`src/rtl/decode_pkg.sv`:
```
// Shared definitions for the RV32I/E decode stage.
//   - opcode constants, operand-select encodings
//   - exact-match SYSTEM words (ecall / ebreak / mret)
//   - bundle_t: the packed decoded bundle that the FIFO stores
package decode_pkg;

  localparam logic [6:0] OPC_LUI      = 7'b0110111;
  localparam logic [6:0] OPC_AUIPC    = 7'b0010111;
  localparam logic [6:0] OPC_JAL      = 7'b1101111;
  localparam logic [6:0] OPC_JALR     = 7'b1100111;
  localparam logic [6:0] OPC_BRANCH   = 7'b1100011;
  localparam logic [6:0] OPC_LOAD     = 7'b0000011;
  localparam logic [6:0] OPC_STORE    = 7'b0100011;
  localparam logic [6:0] OPC_OP_IMM   = 7'b0010011;
  localparam logic [6:0] OPC_OP       = 7'b0110011;
  localparam logic [6:0] OPC_MISC_MEM = 7'b0001111;
  localparam logic [6:0] OPC_SYSTEM   = 7'b1110011;

  localparam logic [1:0] OP1_ZERO = 2'd0;
  localparam logic [1:0] OP1_PC   = 2'd1;
  localparam logic [1:0] OP1_RS1  = 2'd2;

  localparam logic OP2_RS2 = 1'b0;
  localparam logic OP2_IMM = 1'b1;

  localparam logic [31:0] INS_ECALL  = 32'h0000_0073;
  localparam logic [31:0] INS_EBREAK = 32'h0010_0073;
  localparam logic [31:0] INS_MRET   = 32'h3020_0073;

  typedef struct packed {
    logic [31:0] pc;
    logic [4:0]  rs1;
    logic [4:0]  rs2;
    logic [4:0]  rd;
    logic [31:0] imm;
    logic [6:0]  opcode;
    logic [2:0]  func3;
    logic [6:0]  func7;
    logic [1:0]  sel_op1;
    logic        sel_op2;
    logic        reg_write;
    logic        pc_write;
    logic        mem_read;
    logic        mem_write;
    logic        is_csr;
    logic        is_ecall;
    logic        is_mret;
    logic        is_ebreak;
    logic        illegal;
    logic [2:0]  csr_waddr;
  } bundle_t;

endpackage

```
`src/rtl/decode_comb.sv`:
```
// Pure combinational RV32I/E decoder.
//   ins    : instruction word
//   pc     : its address (carried through into the bundle)
//   bundle : decoded fields, immediate, control flags and illegal flag
// NR_REG = 16 flags any register field used by the format that is >= 16.
module decode_comb
  import decode_pkg::*;
#(
  parameter int NR_REG = 32
) (
  input  logic [31:0] ins,
  input  logic [31:0] pc,
  output bundle_t     bundle
);

  localparam logic [5:0] NR_LIM = 6'(NR_REG);

  logic known, sys_bad, use_rs1, use_rs2, use_rd, bad_reg;

  always_comb begin
    bundle           = '0;
    bundle.pc        = pc;
    bundle.rs1       = ins[19:15];
    bundle.rs2       = ins[24:20];
    bundle.rd        = ins[11:7];
    bundle.opcode    = ins[6:0];
    bundle.func3     = ins[14:12];
    bundle.func7     = ins[31:25];
    bundle.csr_waddr = ins[22:20];
    bundle.sel_op1   = OP1_RS1;
    bundle.sel_op2   = OP2_IMM;
    known   = 1'b1;
    sys_bad = 1'b0;
    use_rs1 = 1'b0;
    use_rs2 = 1'b0;
    use_rd  = 1'b0;
    case (ins[6:0])
      OPC_LUI: begin
        bundle.imm = {ins[31:12], 12'b0};
        bundle.sel_op1 = OP1_ZERO;
        bundle.reg_write = 1'b1;
        use_rd = 1'b1;
      end
      OPC_AUIPC: begin
        bundle.imm = {ins[31:12], 12'b0};
        bundle.sel_op1 = OP1_PC;
        bundle.reg_write = 1'b1;
        use_rd = 1'b1;
      end
      OPC_JAL: begin
        bundle.imm = {{12{ins[31]}}, ins[19:12], ins[20], ins[30:21], 1'b0};
        bundle.sel_op1 = OP1_PC;
        bundle.reg_write = 1'b1;
        bundle.pc_write = 1'b1;
        use_rd = 1'b1;
      end
      OPC_JALR: begin
        bundle.imm = {{20{ins[31]}}, ins[31:20]};
        bundle.reg_write = 1'b1;
        bundle.pc_write = 1'b1;
        use_rs1 = 1'b1;
        use_rd = 1'b1;
      end
      OPC_BRANCH: begin
        bundle.imm = {{20{ins[31]}}, ins[7], ins[30:25], ins[11:8], 1'b0};
        bundle.sel_op2 = OP2_RS2;
        bundle.pc_write = 1'b1;
        use_rs1 = 1'b1;
        use_rs2 = 1'b1;
      end
      OPC_LOAD: begin
        bundle.imm = {{20{ins[31]}}, ins[31:20]};
        bundle.reg_write = 1'b1;
        bundle.mem_read = 1'b1;
        use_rs1 = 1'b1;
        use_rd = 1'b1;
      end
      OPC_STORE: begin
        bundle.imm = {{20{ins[31]}}, ins[31:25], ins[11:7]};
        bundle.mem_write = 1'b1;
        use_rs1 = 1'b1;
        use_rs2 = 1'b1;
      end
      OPC_OP_IMM: begin
        bundle.imm = {{20{ins[31]}}, ins[31:20]};
        bundle.reg_write = 1'b1;
        use_rs1 = 1'b1;
        use_rd = 1'b1;
      end
      OPC_OP: begin
        bundle.sel_op2 = OP2_RS2;
        bundle.reg_write = 1'b1;
        use_rs1 = 1'b1;
        use_rs2 = 1'b1;
        use_rd = 1'b1;
      end
      OPC_MISC_MEM: begin
        // FENCE: I-format layout, no architectural effect here
        bundle.imm = {{20{ins[31]}}, ins[31:20]};
        use_rs1 = 1'b1;
        use_rd = 1'b1;
      end
      OPC_SYSTEM: begin
        if (ins[14:12] != 3'b000) begin
          bundle.is_csr = 1'b1;
          bundle.reg_write = 1'b1;
          use_rd = 1'b1;
          // func3[2] selects the uimm form: the rs1 field is data, not a register
          use_rs1 = ~ins[14];
        end else begin
          bundle.is_ecall  = (ins == INS_ECALL);
          bundle.is_ebreak = (ins == INS_EBREAK);
          bundle.is_mret   = (ins == INS_MRET);
          sys_bad = ~(bundle.is_ecall | bundle.is_ebreak | bundle.is_mret);
        end
      end
      default: known = 1'b0;
    endcase

    bad_reg = (use_rs1 && ({1'b0, ins[19:15]} >= NR_LIM)) ||
              (use_rs2 && ({1'b0, ins[24:20]} >= NR_LIM)) ||
              (use_rd  && ({1'b0, ins[11:7]}  >= NR_LIM));
    bundle.illegal = ~known | (ins == 32'h0) | sys_bad | bad_reg;

    // an illegal word must not have any side effect downstream
    if (bundle.illegal) begin
      bundle.reg_write = 1'b0;
      bundle.pc_write  = 1'b0;
      bundle.mem_read  = 1'b0;
      bundle.mem_write = 1'b0;
      bundle.is_csr    = 1'b0;
      bundle.is_ecall  = 1'b0;
      bundle.is_mret   = 1'b0;
      bundle.is_ebreak = 1'b0;
    end
  end

endmodule

```
`src/rtl/decode_stage.sv`:
```
// Decode stage: decodes ins at accept time and buffers decoded bundles in a
// DEPTH-entry FIFO between fetch and execute.
//   clk, rst (sync, active high), flush (sync discard of everything)
//   fetch side  : in_valid / in_ready, ins, pc
//   execute side: out_valid / out_ready, head bundle fields (out_pc is the
//                 bundle's pc, renamed because the input already owns "pc")
// Bundle outputs read 0 whenever out_valid is low.
module decode_stage
  import decode_pkg::*;
#(
  parameter int NR_REG = 32,
  parameter int DEPTH  = 2
) (
  input  logic        clk,
  input  logic        rst,
  input  logic        flush,
  input  logic        in_valid,
  output logic        in_ready,
  input  logic [31:0] ins,
  input  logic [31:0] pc,
  output logic        out_valid,
  input  logic        out_ready,
  output logic [31:0] out_pc,
  output logic [4:0]  rs1,
  output logic [4:0]  rs2,
  output logic [4:0]  rd,
  output logic [31:0] imm,
  output logic [6:0]  opcode,
  output logic [2:0]  func3,
  output logic [6:0]  func7,
  output logic [1:0]  sel_op1,
  output logic        sel_op2,
  output logic        reg_write,
  output logic        pc_write,
  output logic        mem_read,
  output logic        mem_write,
  output logic        is_csr,
  output logic        is_ecall,
  output logic        is_mret,
  output logic        is_ebreak,
  output logic        illegal,
  output logic [2:0]  csr_waddr
);

  localparam int PW = (DEPTH > 1) ? $clog2(DEPTH) : 1;
  localparam int CW = $clog2(DEPTH + 1);

  bundle_t       dec, head;
  bundle_t       mem [DEPTH];
  logic [PW-1:0] wr_ptr, rd_ptr;
  logic [CW-1:0] count;
  logic          push, pop;

  decode_comb #(.NR_REG(NR_REG)) u_dec (.ins(ins), .pc(pc), .bundle(dec));

  function automatic logic [PW-1:0] nxt(input logic [PW-1:0] p);
    return (p == PW'(DEPTH - 1)) ? '0 : p + 1'b1;
  endfunction

  assign in_ready  = (count < CW'(DEPTH));
  assign out_valid = (count != '0);
  assign push      = in_valid & in_ready;
  assign pop       = out_valid & out_ready;

  always_ff @(posedge clk) begin
    if (rst || flush) begin
      wr_ptr <= '0;
      rd_ptr <= '0;
      count  <= '0;
    end else begin
      if (push) wr_ptr <= nxt(wr_ptr);
      if (pop)  rd_ptr <= nxt(rd_ptr);
      case ({push, pop})
        2'b10:   count <= count + 1'b1;
        2'b01:   count <= count - 1'b1;
        default: count <= count;
      endcase
    end
  end

  // data storage needs no reset: count/pointers gate every read
  always_ff @(posedge clk) begin
    if (push) mem[wr_ptr] <= dec;
  end

  assign head = out_valid ? mem[rd_ptr] : '0;

  assign out_pc    = head.pc;
  assign rs1       = head.rs1;
  assign rs2       = head.rs2;
  assign rd        = head.rd;
  assign imm       = head.imm;
  assign opcode    = head.opcode;
  assign func3     = head.func3;
  assign func7     = head.func7;
  assign sel_op1   = head.sel_op1;
  assign sel_op2   = head.sel_op2;
  assign reg_write = head.reg_write;
  assign pc_write  = head.pc_write;
  assign mem_read  = head.mem_read;
  assign mem_write = head.mem_write;
  assign is_csr    = head.is_csr;
  assign is_ecall  = head.is_ecall;
  assign is_mret   = head.is_mret;
  assign is_ebreak = head.is_ebreak;
  assign illegal   = head.illegal;
  assign csr_waddr = head.csr_waddr;

endmodule

```
`config.mk`:
```
export PLATFORM = sky130hd
export DESIGN_NAME = decode_stage
export DESIGN_NICKNAME = d
export VERILOG_FILES = /design/src/rtl/decode_pkg.sv /design/src/rtl/decode_comb.sv /design/src/rtl/decode_stage.sv
export SDC_FILE = /design/constraint.sdc
export NUM_CORES = 1
export LEC_CHECK = 0
export ABC_AREA = 0
export BUFFER_PORTS_ARGS = -buffer_cell sky130_fd_sc_hd__buf_2
export CAP_MARGIN = 5
export CORE_MARGIN = 2
export CORE_UTILIZATION = 50
export CTS_CLUSTER_DIAMETER = 50
export DETAILED_ROUTE_END_ITERATION = 7
export PLACE_DENSITY = 0.76
export REMOVE_ABC_BUFFERS = 1
export SETUP_SLACK_MARGIN = 0.4
export SLEW_MARGIN = 20
export SYNTH_ARGS = -nofsm -noshare
export SYNTH_HDL_FRONTEND = slang
export SYNTH_SLANG_ARGS = --single-unit
```
`constraint.sdc`:
```
create_clock -name clk -period 5.15 [get_ports clk]
set_input_delay 0.2575 -clock clk [delete_from_list [all_inputs] [get_ports clk]]
set_output_delay 0.2575 -clock clk [all_outputs]
set_load 0.05 [all_outputs]
```
* Word-level counts from Yosys, hierarchy flattened
Memory sizes are Yosys's and may differ from the RTL's. A register that Yosys moved wholly into a read port is not among the register bits.
Cells that the tools add are included.
** Storage, ports and cells
- Memory bits (writable) :: 222
- Output and inout bits :: 113
- Bits of input ports :: 69
- Logic and storage cells :: 67
- Memories kept :: 1
- Bits in latches :: 0
- Flip-flop bits (word level) :: 4
- Bits in read-only memories :: 0
** Cells by class
- Mux-type cells :: 22
- $mul :: 0
- Reductions and logical operators :: 12
- Bitwise gates (word level) :: 8
- Eq/ne operators :: 16
- Order comparisons :: 1
- Div/mod/pow operators :: 0
- Shift operators :: 0
- Add/sub/neg operators :: 4
** Memories
- mem :: depth 2, width 111, read ports 1, clocked after Yosys merged registers in 1, wr ports 1, RTL line decode_stage.sv:49 : bundle_t mem [DEPTH];
** Operators with widths (count)
- one-hot mux 32 bit (5 select lines) :: 1
- 2-to-1 mux 111 bit :: 1
- == test 32 x 21 -> 1 bit (second input constant) :: 1
- == test 32 x 30 -> 1 bit (second input constant) :: 1
- == test 32 x 7 -> 1 bit (second input constant) :: 1
- zero test 32 bit :: 1
- == test 7 bit (second input constant) :: 4
- == test 7 x 6 -> 1 bit (second input constant) :: 3
- == test 7 x 5 -> 1 bit (second input constant) :: 2
- 2-to-1 mux 1 bit :: 14
- OR reduction 11 bit :: 1
- 2-to-1 mux 8 bit :: 1
- one-hot mux 2 bit (2 select lines) :: 2
- == test 7 x 2 -> 1 bit (second input constant) :: 1
- == test 7 x 4 -> 1 bit (second input constant) :: 1
- OR reduction 7 bit :: 1
- OR reduction 2 bit :: 3
- 2-to-1 mux 4 bit :: 1
- bitwise OR 1 bit :: 4
- nonzero test 2 bit :: 2
- OR reduction 4 bit :: 1
- 2-to-1 mux 3 bit :: 1
- nonzero test 3 bit :: 1
- OR reduction 3 bit :: 1
- other kinds (10) :: 13

* Logic depth before layout (Yosys ltp)
Gate-level depths: netlist (run 1).
- Word-level depth :: 8
- Gate-level depth with buffers :: 8
- Gate-level depth less buffers :: 8

* Modules after synthesis
A second synthesis (run 1) with hierarchy kept.
** Unflattened totals
- Cells, all modules :: 682
- Area total of the unflattened synthesis :: 9838.2 µm²
** Modules (own cells, without submodules)
- decode_stage :: times used 1, seq. area each 6766.5 µm², area an instance 8559.5 µm², cells an instance 494
- decode_comb :: times used 1, seq. area each 0.0 µm², area an instance 1278.7 µm², cells an instance 188

* Worst setup path before layout (run 1)
No wires, ideal clock.
- Path type :: register to register
- Start :: register count[1]
- End :: memory mem[0][100] (netlist name), enable pin
- Cell stages (with the launch flop) :: 4
- Path slack :: -787 ps
- Arrival :: 5360 ps
- Required time :: 4574 ps
- Clock period less this slack :: 5937 ps
- Library setup time :: 576 ps
- Path through :: dfxtp_1 -> inv_1 -> nand2_1 -> nor2_1
** On the way
- Cells in the longest elaborated chain, start to end :: 4
** RTL lines
- start: declaration :: RTL line decode_stage.sv:51 : logic [CW-1:0] count;
- start signal: assignment :: RTL line decode_stage.sv:74 : 2'b10: count <= count + 1'b1;
- start signal: assignment :: RTL line decode_stage.sv:75 : 2'b01: count <= count - 1'b1;
- start signal: assignment :: RTL line decode_stage.sv:76 : default: count <= count;
- < comparator 2 bit :: RTL line decode_stage.sv:60 : assign in_ready = (count < CW'(DEPTH));
- net in_ready :: RTL line decode_stage.sv:18 : output logic in_ready,
- AND 1 bit :: RTL line decode_stage.sv:62 : assign push = in_valid & in_ready;
- 2-to-1 mux 1 bit :: RTL line decode_stage.sv:83 : if (push) mem[wr_ptr] <= dec;
- 2-to-1 mux 1 bit (not written as such) :: RTL line decode_stage.sv:83
- end: declaration :: RTL line decode_stage.sv:49
The timed path passes the listed nets, and every way through them passes these cells.

==> results of run 1 <==
[layer usage]
metal | track usage [%] | wire length, um | up-vias
li1 | - | - | 2702
met1 | 24.1 | 7620 | 2777
met2 | 37.0 | 10100 | 226
met3 | 3.25 | 1260 | 29
met4 | 5.32 | 312 | 2
met5 | 0 | 8 | -
[flip-flops by register name (all words and copies together) (netlist names), named ones only]
register and count:
wr_ptr 1, mem 216, count 2, rd_ptr 1
[what timing repair did]
| action | 4_1_cts | 5_1_grt |
|---|---|---|
| resized for setup | 0 | 0 |
| endpoints found under the hold margin | 92 | 0 |
| hold buffers | 47 | 0 |
[logic make-up after synthesis]
group,count (synthesis)
XOR/XNOR,6
AND/OR/NAND/NOR,182
buffers and inverters,41
adder cells (fa/ha/maj),1
AO/OA/AOI/OAI,45
flip-flops,221
multiplexers,108
[worst reg2reg max path, delay by kind of cell, from the launching register on]
kind,cells,cell delay [ps]
buffers and inverters,3,1140
and+or+nand+nor,4,580
DFF,1,360
adders and majority gates,1,320
xor gates and xnor gates,1,140
[metrics by stage]
stage,std cells,setup slack (ps)
2_1_floorplan,569,-999
3_3_place_gp,985,2810
3_5_place_dp,985,2790
4_1_cts,1074,2240
5_1_grt,1076,2160
6_report,1076,2280
[cell type report]
| class | instances | area [um2] |
|---|---|---|
| multi-input combinational | 342 | 2330 |
| antenna | 2 | 5.00 |
| fill | 1328 | 6470 |
| tap | 229 | 287 |
| clock inverter | 16 | 118 |
| sequential | 221 | 6590 |
| timing repair buffer | 234 | 1450 |
| inverter | 6 | 22.5 |
| clock buffer | 26 | 629 |
[power by group through the flow]
stage | combinational (uW) | clock (uW) | sequential [uW]
6_report | 503 | 1610 | 2080
5_1_grt | 537 | 1720 | 2090
4_1_cts | 506 | 1640 | 2090
3_5_place_dp | 477 | 0 | 2120
3_3_place_gp | 467 | 0 | 2120
2_1_floorplan | 327 | 0 | 2130
[path summary, 6_finish.rpt]
| kind | end | slack (ps) | cells after the start |
|---|---|---|---|
| max reg2reg | count[1] | 2500 | 9 |
| min reg2reg | rd_ptr | 550 | 2 |
| min | mem[0][66] | 10 | 1 |
| max | is_ecall | 2280 | 4 |
[layout by cell type (no fill, tap or decap), types with 3 or more instances in the layout]
| master | n |
|---|---|
| sky130_fd_sc_hd__and3_1 | 8 |
| sky130_fd_sc_hd__clkbuf_16 | 25 |
| sky130_fd_sc_hd__nor2_1 | 117 |
| sky130_fd_sc_hd__nand2_1 | 13 |
| sky130_fd_sc_hd__a22o_1 | 5 |
| sky130_fd_sc_hd__buf_2 | 181 |
| sky130_fd_sc_hd__edfxtp_1 | 216 |
| sky130_fd_sc_hd__dlygate4sd3_1 | 47 |
| sky130_fd_sc_hd__and3b_1 | 3 |
| sky130_fd_sc_hd__dfxtp_1 | 4 |
| sky130_fd_sc_hd__mux2i_1 | 108 |
| sky130_fd_sc_hd__nand2b_1 | 3 |
| sky130_fd_sc_hd__clkinv_2 | 7 |
| sky130_fd_sc_hd__xnor2_1 | 4 |
| sky130_fd_sc_hd__clkinv_1 | 3 |
| sky130_fd_sc_hd__nor3_1 | 9 |
| sky130_fd_sc_hd__inv_1 | 6 |
| sky130_fd_sc_hd__nor4_1 | 6 |
| sky130_fd_sc_hd__buf_4 | 4 |
| sky130_fd_sc_hd__a21oi_1 | 9 |
| sky130_fd_sc_hd__and2_1 | 3 |
| sky130_fd_sc_hd__nand3_1 | 4 |
| sky130_fd_sc_hd__a21o_1 | 20 |
==> out/metrics.csv, run 1 <==
metric;value;unit
status;completed;
clock sink count;221;
Post-DRT Antenna Nets;0;
DR vias;5736;
total standard cell area after synthesis;9100;um2
number of buffers added by the clock tree synthesis step;24;
multiplexer share of the synthesized area;11.9;%
average wire length per cell after detail routing;17.9;um
slew at the pin closest to its max-slew limit;1010;ps
GRT Resource Usage Total;19.9;%
cell row count;49;
Max Cap Violations;0;
I/O Buffers;181;
number of buffer and inverter instances along the worst setup path;2;
net switching power of the design;1060;uW
core region area;17900;um2
clock tree from TritonCTS;built;
share of layout cells above drive strength 1;28.0;%
GR Overflow Total;0;
most frequent cells after synthesis;sky130_fd_sc_hd__edfxtp_1 (216), sky130_fd_sc_hd__nor2_1 (119), sky130_fd_sc_hd__mux2i_1 (108), sky130_fd_sc_hd__buf_2 (21), sky130_fd_sc_hd__a21o_1 (20);
maximum achievable frequency;0.349;GHz
number of buffers between clock root and the deepest sink;3;
RD Place Congestion;0.809;
Die Outline Area;19300;um2
share of the yosys chip area belonging to registers;72.4;%
worst min-delay path startpoint;ins[9];
antenna violations before repair;3;
post-synth top area cell;sky130_fd_sc_hd__edfxtp_1;
Synth Register Bits;221;
top cell family by delay on the critical path;flip-flops;
data arrival time of the critical path;2610;ps
setup TNS;0;ps
clock skew;5.59;ps
Synth Area in Compound Gates;3.55;%
latest clock arrival within the worst-skew pair;500;ps
post-layout util;63.8;%
class of the tightest hold or removal check;in2reg;
root buffer selected by CTS;sky130_fd_sc_hd__clkbuf_16;
final hold slack;10.9;ps
net switching fraction of the power;25.3;%
layout overhead on the synthesized area;25.6;%
Gate power share;12.0;%
adder-cell area share of the yosys netlist;0.138;%
Syn Inst Count;604;
dominant combinational cell family by area after synthesis;multiplexers;
static power due to leakage;0.00445;uW
First DRT Iteration DRCs;360;
vias in the first global route;6020;
first drt pass iteration count;5;
floorplan die height;139;um
count of buffers added by post-CTS timing repair for setup;0;
fraction of post-synthesis cell area in the top cell type by area;71.3;%
total count of max-transition violations in the final report;0;
critical path peak fanout;58;
delay of the slowest cell on the worst path;920;ps
DP Wirelength;12000;um
Critical R2R Launch;count[1];
worst endpoint required time;4890;ps
Async S/R FF share, synth;0;%
Post-Synth Simple-Gate Area;9.27;%
largest net degree at the start of global routing;77;
Initial Util;50.8;%
number of distinct library cell variants in the gate-level netlist after synthesis;43;
post-layout instance area;11400;um2
prevailing post-synth register cell;sky130_fd_sc_hd__edfxtp_1;
Final Net Count;899;
cell with the most instances after synthesis;sky130_fd_sc_hd__edfxtp_1;
normalized max-slew margin;32.8;%
share of total power in sequential cells;49.7;%
Final Critical Period;2870;ps
clock-pin slew reported for the worst setup and hold paths after clock tree synthesis;60;ps
Syn. warnings;0;
# IOs;182;
Remaining DRCs;0;
Chip Width;139;um
total power consumption of the routed design;4200;uW
unrepaired setup endpoints after global routing;false;
type of the setup path with the least slack;reg2out;
critical-path cell list;buf_12 -> mux2i_1 -> nor2_1 -> buf_2;
final setup violating endpoints;0;
cell area after placement;10200;um2
xor/xnor cell area share of the yosys netlist;0.578;%
wire length after detailed routing;19300;um
post-detailed-route via-to-cell ratio;5.33;
Worst setup EP type;output pin;
Area contributors post-synth;sky130_fd_sc_hd__edfxtp_1 (71%), sky130_fd_sc_hd__mux2i_1 (12%), sky130_fd_sc_hd__nor2_1 (4.9%), sky130_fd_sc_hd__a21o_1 (1.7%), sky130_fd_sc_hd__buf_2 (1.2%);
number of flops mapped to enable cells by yosys;216;
number of hold violations in the final report;0;
global-route wire length before repair;30700;um
H-tree levels;1;
proportion of power drawn by the clock network;38.4;%
mean cell area of the mapped netlist;15.1;um2
post-route fraction of the period consumed by the critical path;55.7;%
PwrDens;367;nW/um2
cell internal power dissipation;3130;uW
cell with the biggest individual delay on the critical path;sky130_fd_sc_hd__dfxtp_4;
IR Drop Worst-Case VDD;464;uV
Worst setup SP type;register;
Power figures use the tool's default switching activity.
==> run 2: changes to the inputs <==
ABC_AREA = 1   (was 0)
CORE_UTILIZATION = 55   (was 50)
PLACE_DENSITY = 0.8   (was 0.76)
clock period = 2.7 ns   (was 5.15 ns; I/O delays follow)
==> out/metrics.csv, run 2 <==
metric;value;unit;change
Top reg by flops;mem;;
cell with the most instances after synthesis;sky130_fd_sc_hd__nand2_1;;
First DRT Iteration DRCs;550;;+53%
delay of the slowest cell on the worst path;450;ps;-470 ps
# IOs;182;;unchanged
number of hold violations in the final report;0;;unchanged
H-tree levels;1;;unchanged
clock-pin slew reported for the worst setup and hold paths after clock tree synthesis;60;ps;about the same
Antenna diodes;0;;-2
number of flip-flops under the largest register name;216;;unchanged
post-detailed-route via-to-cell ratio;5.28;;-0.93%
post-route fraction of the period consumed by the critical path;79.3;%;
status;completed;;
share of the yosys chip area belonging to registers;71.9;%;-0.49 points
total standard cell area after synthesis;9160;um2;+0.69%
RD Place Congestion;0.918;;+14%
DP Wirelength;12300;um;+2.6%
Die Outline Area;17700;um2;-8.2%
Largest regs;mem x216, count x2;;
average wire length per cell after detail routing;16.6;um;-7.1%
cell row count;47;;-4.1%
post-layout util;71.8;%;+8.0 points
number of inserted filler cells in the final layout;1148;;-14%
Max Cap Violations;0;;unchanged
Final Net Count;1114;;+24%
largest net degree at the start of global routing;90;;+17%
clock sink count;221;;unchanged
core region area;16400;um2;-8.4%
Post-DRT Antenna Nets;0;;unchanged
cell with the biggest individual delay on the critical path;sky130_fd_sc_hd__dfxtp_4;;
Initial Util;55.8;%;+5.0 points
first drt pass iteration count;5;;unchanged
floorplan die height;133;um;-4.2%
final setup violating endpoints;0;;unchanged
top cell family by delay on the critical path;buffers and inverters;;
prevailing post-synth register cell;sky130_fd_sc_hd__edfxtp_1;;
critical path peak fanout;40;;-31%
Chip Width;133;um;-4.2%
type of the setup path with the least slack;reg2out;;
number of buffers between clock root and the deepest sink;3;;unchanged
static power due to leakage;0.00496;uW;+11%
vias in the first global route;6468;;+7.4%
DR vias;6760;;+18%
number of distinct library cell variants in the gate-level netlist after synthesis;31;;-28%
maximum achievable frequency;0.467;GHz;
wire length after detailed routing;21300;um;+11%
Worst setup EP type;output pin;;
root buffer selected by CTS;sky130_fd_sc_hd__clkbuf_16;;
number of buffers added by the clock tree synthesis step;24;;unchanged
Worst setup SP type;register;;
GR Overflow Total;0;;unchanged
I/O Buffers;181;;unchanged
share of layout cells above drive strength 1;24.2;%;-3.9 points
Syn. warnings;0;;unchanged
clock tree from TritonCTS;built;;
latest clock arrival within the worst-skew pair;500;ps;about the same
number of buffer and inverter instances along the worst setup path;3;;+1
clock skew;6.52;ps;+0.931 ps
fraction of post-synthesis cell area in the top cell type by area;70.8;%;-0.49 points
antenna violations before repair;0;;-3
IR Drop Worst-Case VDD;548;uV;+18%
GRT Resource Usage Total;23.3;%;+3.4 points
number of flops mapped to enable cells by yosys;216;;unchanged
most common cell after layout, fill and taps aside;sky130_fd_sc_hd__nand2_1;;
total power consumption of the routed design;7900;uW;+88%
setup TNS;0;ps;unchanged
worst endpoint required time;2570;ps;-2320 ps
slew at the pin closest to its max-slew limit;536;ps;-470 ps
class of the tightest hold or removal check;in2reg;;
Final Critical Period;2140;ps;
global-route wire length before repair;32300;um;+5.2%
PwrDens;670;nW/um2;+83%
critical-path cell list;clkinv_8 -> buf_12 -> nand2_1 -> a21oi_1 -> buf_2;;
post-layout instance area;11800;um2;+3.1%
unrepaired setup endpoints after global routing;false;;
commonest cells after routing, fill and taps aside;sky130_fd_sc_hd__nand2_1 (284), sky130_fd_sc_hd__edfxtp_1 (216), sky130_fd_sc_hd__buf_2 (181);;
post-synth top area cell;sky130_fd_sc_hd__edfxtp_1;;
cell area after placement;10300;um2;+0.97%
Synth Register Bits;221;;unchanged
Remaining DRCs;0;;unchanged
total count of max-transition violations in the final report;0;;unchanged
Area contributors post-synth;sky130_fd_sc_hd__edfxtp_1 (71%), sky130_fd_sc_hd__nand2_1 (12%), sky130_fd_sc_hd__a21oi_1 (6.6%), sky130_fd_sc_hd__nor2_1 (1.4%), sky130_fd_sc_hd__inv_1 (1.2%);;
data arrival time of the critical path;2010;ps;-600 ps
most frequent cells after synthesis;sky130_fd_sc_hd__nand2_1 (284), sky130_fd_sc_hd__edfxtp_1 (216), sky130_fd_sc_hd__a21oi_1 (121), sky130_fd_sc_hd__nor2_1 (35), sky130_fd_sc_hd__inv_1 (29);;
layout overhead on the synthesized area;28.7;%;
mean cell area of the mapped netlist;11.5;um2;-24%
normalized max-slew margin;64.3;%;+32 points
Async S/R FF share, synth;0;%;unchanged
Syn Inst Count;798;;+32%
run 2: routing by layer:
layer	share of wire (%)	vias to the layer above	GRT usage, %
li1	-	3251	-
met4	2.0	0	6.81
met1	40	3221	29.7
met3	6.3	38	3.22
met2	51	250	41.7
met5	0	-	0
run 2: power breakdown:
group          internal (uW)  switching (uW)  total (uW)  leakage (uW)
clock                   1790            1260        3050      0.000371
sequential              3920            38.5        3960       0.00214
combinational            248             638         886       0.00245
run 2: timing repair:
item | 4_1_cts | 5_1_grt
pin swaps | 0 | 1
buffers inserted | 0 | 2
endpoints found under the hold margin | 145 | 0
endpoints found under the setup margin | 19 | 34
gates resized for setup | 1 | 4
hold buffers | 67 | 0
cloned | 0 | 1
run 2: logic make-up (layout without fill, tap and decap cells):
family                     Yosys count  after routing  share of synthesized area (%)
AOI/OAI and AO/OA                  136            136                           7.74
xor gates and xnor gates             2              2                          0.191
adders and majority gates            1              1                          0.137
buffers and inverters               73            335                           3.51
DFF                                221            221                           71.9
muxes                                1              1                          0.109
and+or+nand+nor                    364            364                           16.4
run 2: final timing paths:
| path | start | to | slack (ps) | cells after the start |
|---|---|---|---|---|
| hold / removal | ins[31] | mem[0][21] | 40 | 1 |
| setup reg to reg | count[0] | count[0] | 1050 | 7 |
| hold reg to reg | rd_ptr | rd_ptr | 500 | 2 |
| setup / recovery | register | rs2[1] | 560 | 5 |
run 2: cell type report:
type | count | area (um2) | share of cell area [%]
clock inverters | 15 | 114 | 0.966
repair buffers | 261 | 1770 | 15.0
multi-input cells | 504 | 2270 | 19.3
clock buffers | 27 | 633 | 5.37
inverters | 32 | 135 | 1.15
flip-flops and latches | 221 | 6590 | 55.9
well taps | 220 | 275 | 2.34
run 2: through the flow:
stage | setup WS (ps) | hold WS [ps] | cells
after floorplan | -3270 | 234 | 757
after global placement | 931 | 323 | 1168
after detailed placement | 865 | 327 | 1168
after CTS | 433 | 20.5 | 1277
after global routing | 444 | 26.8 | 1280
final | 558 | 36.7 | 1280
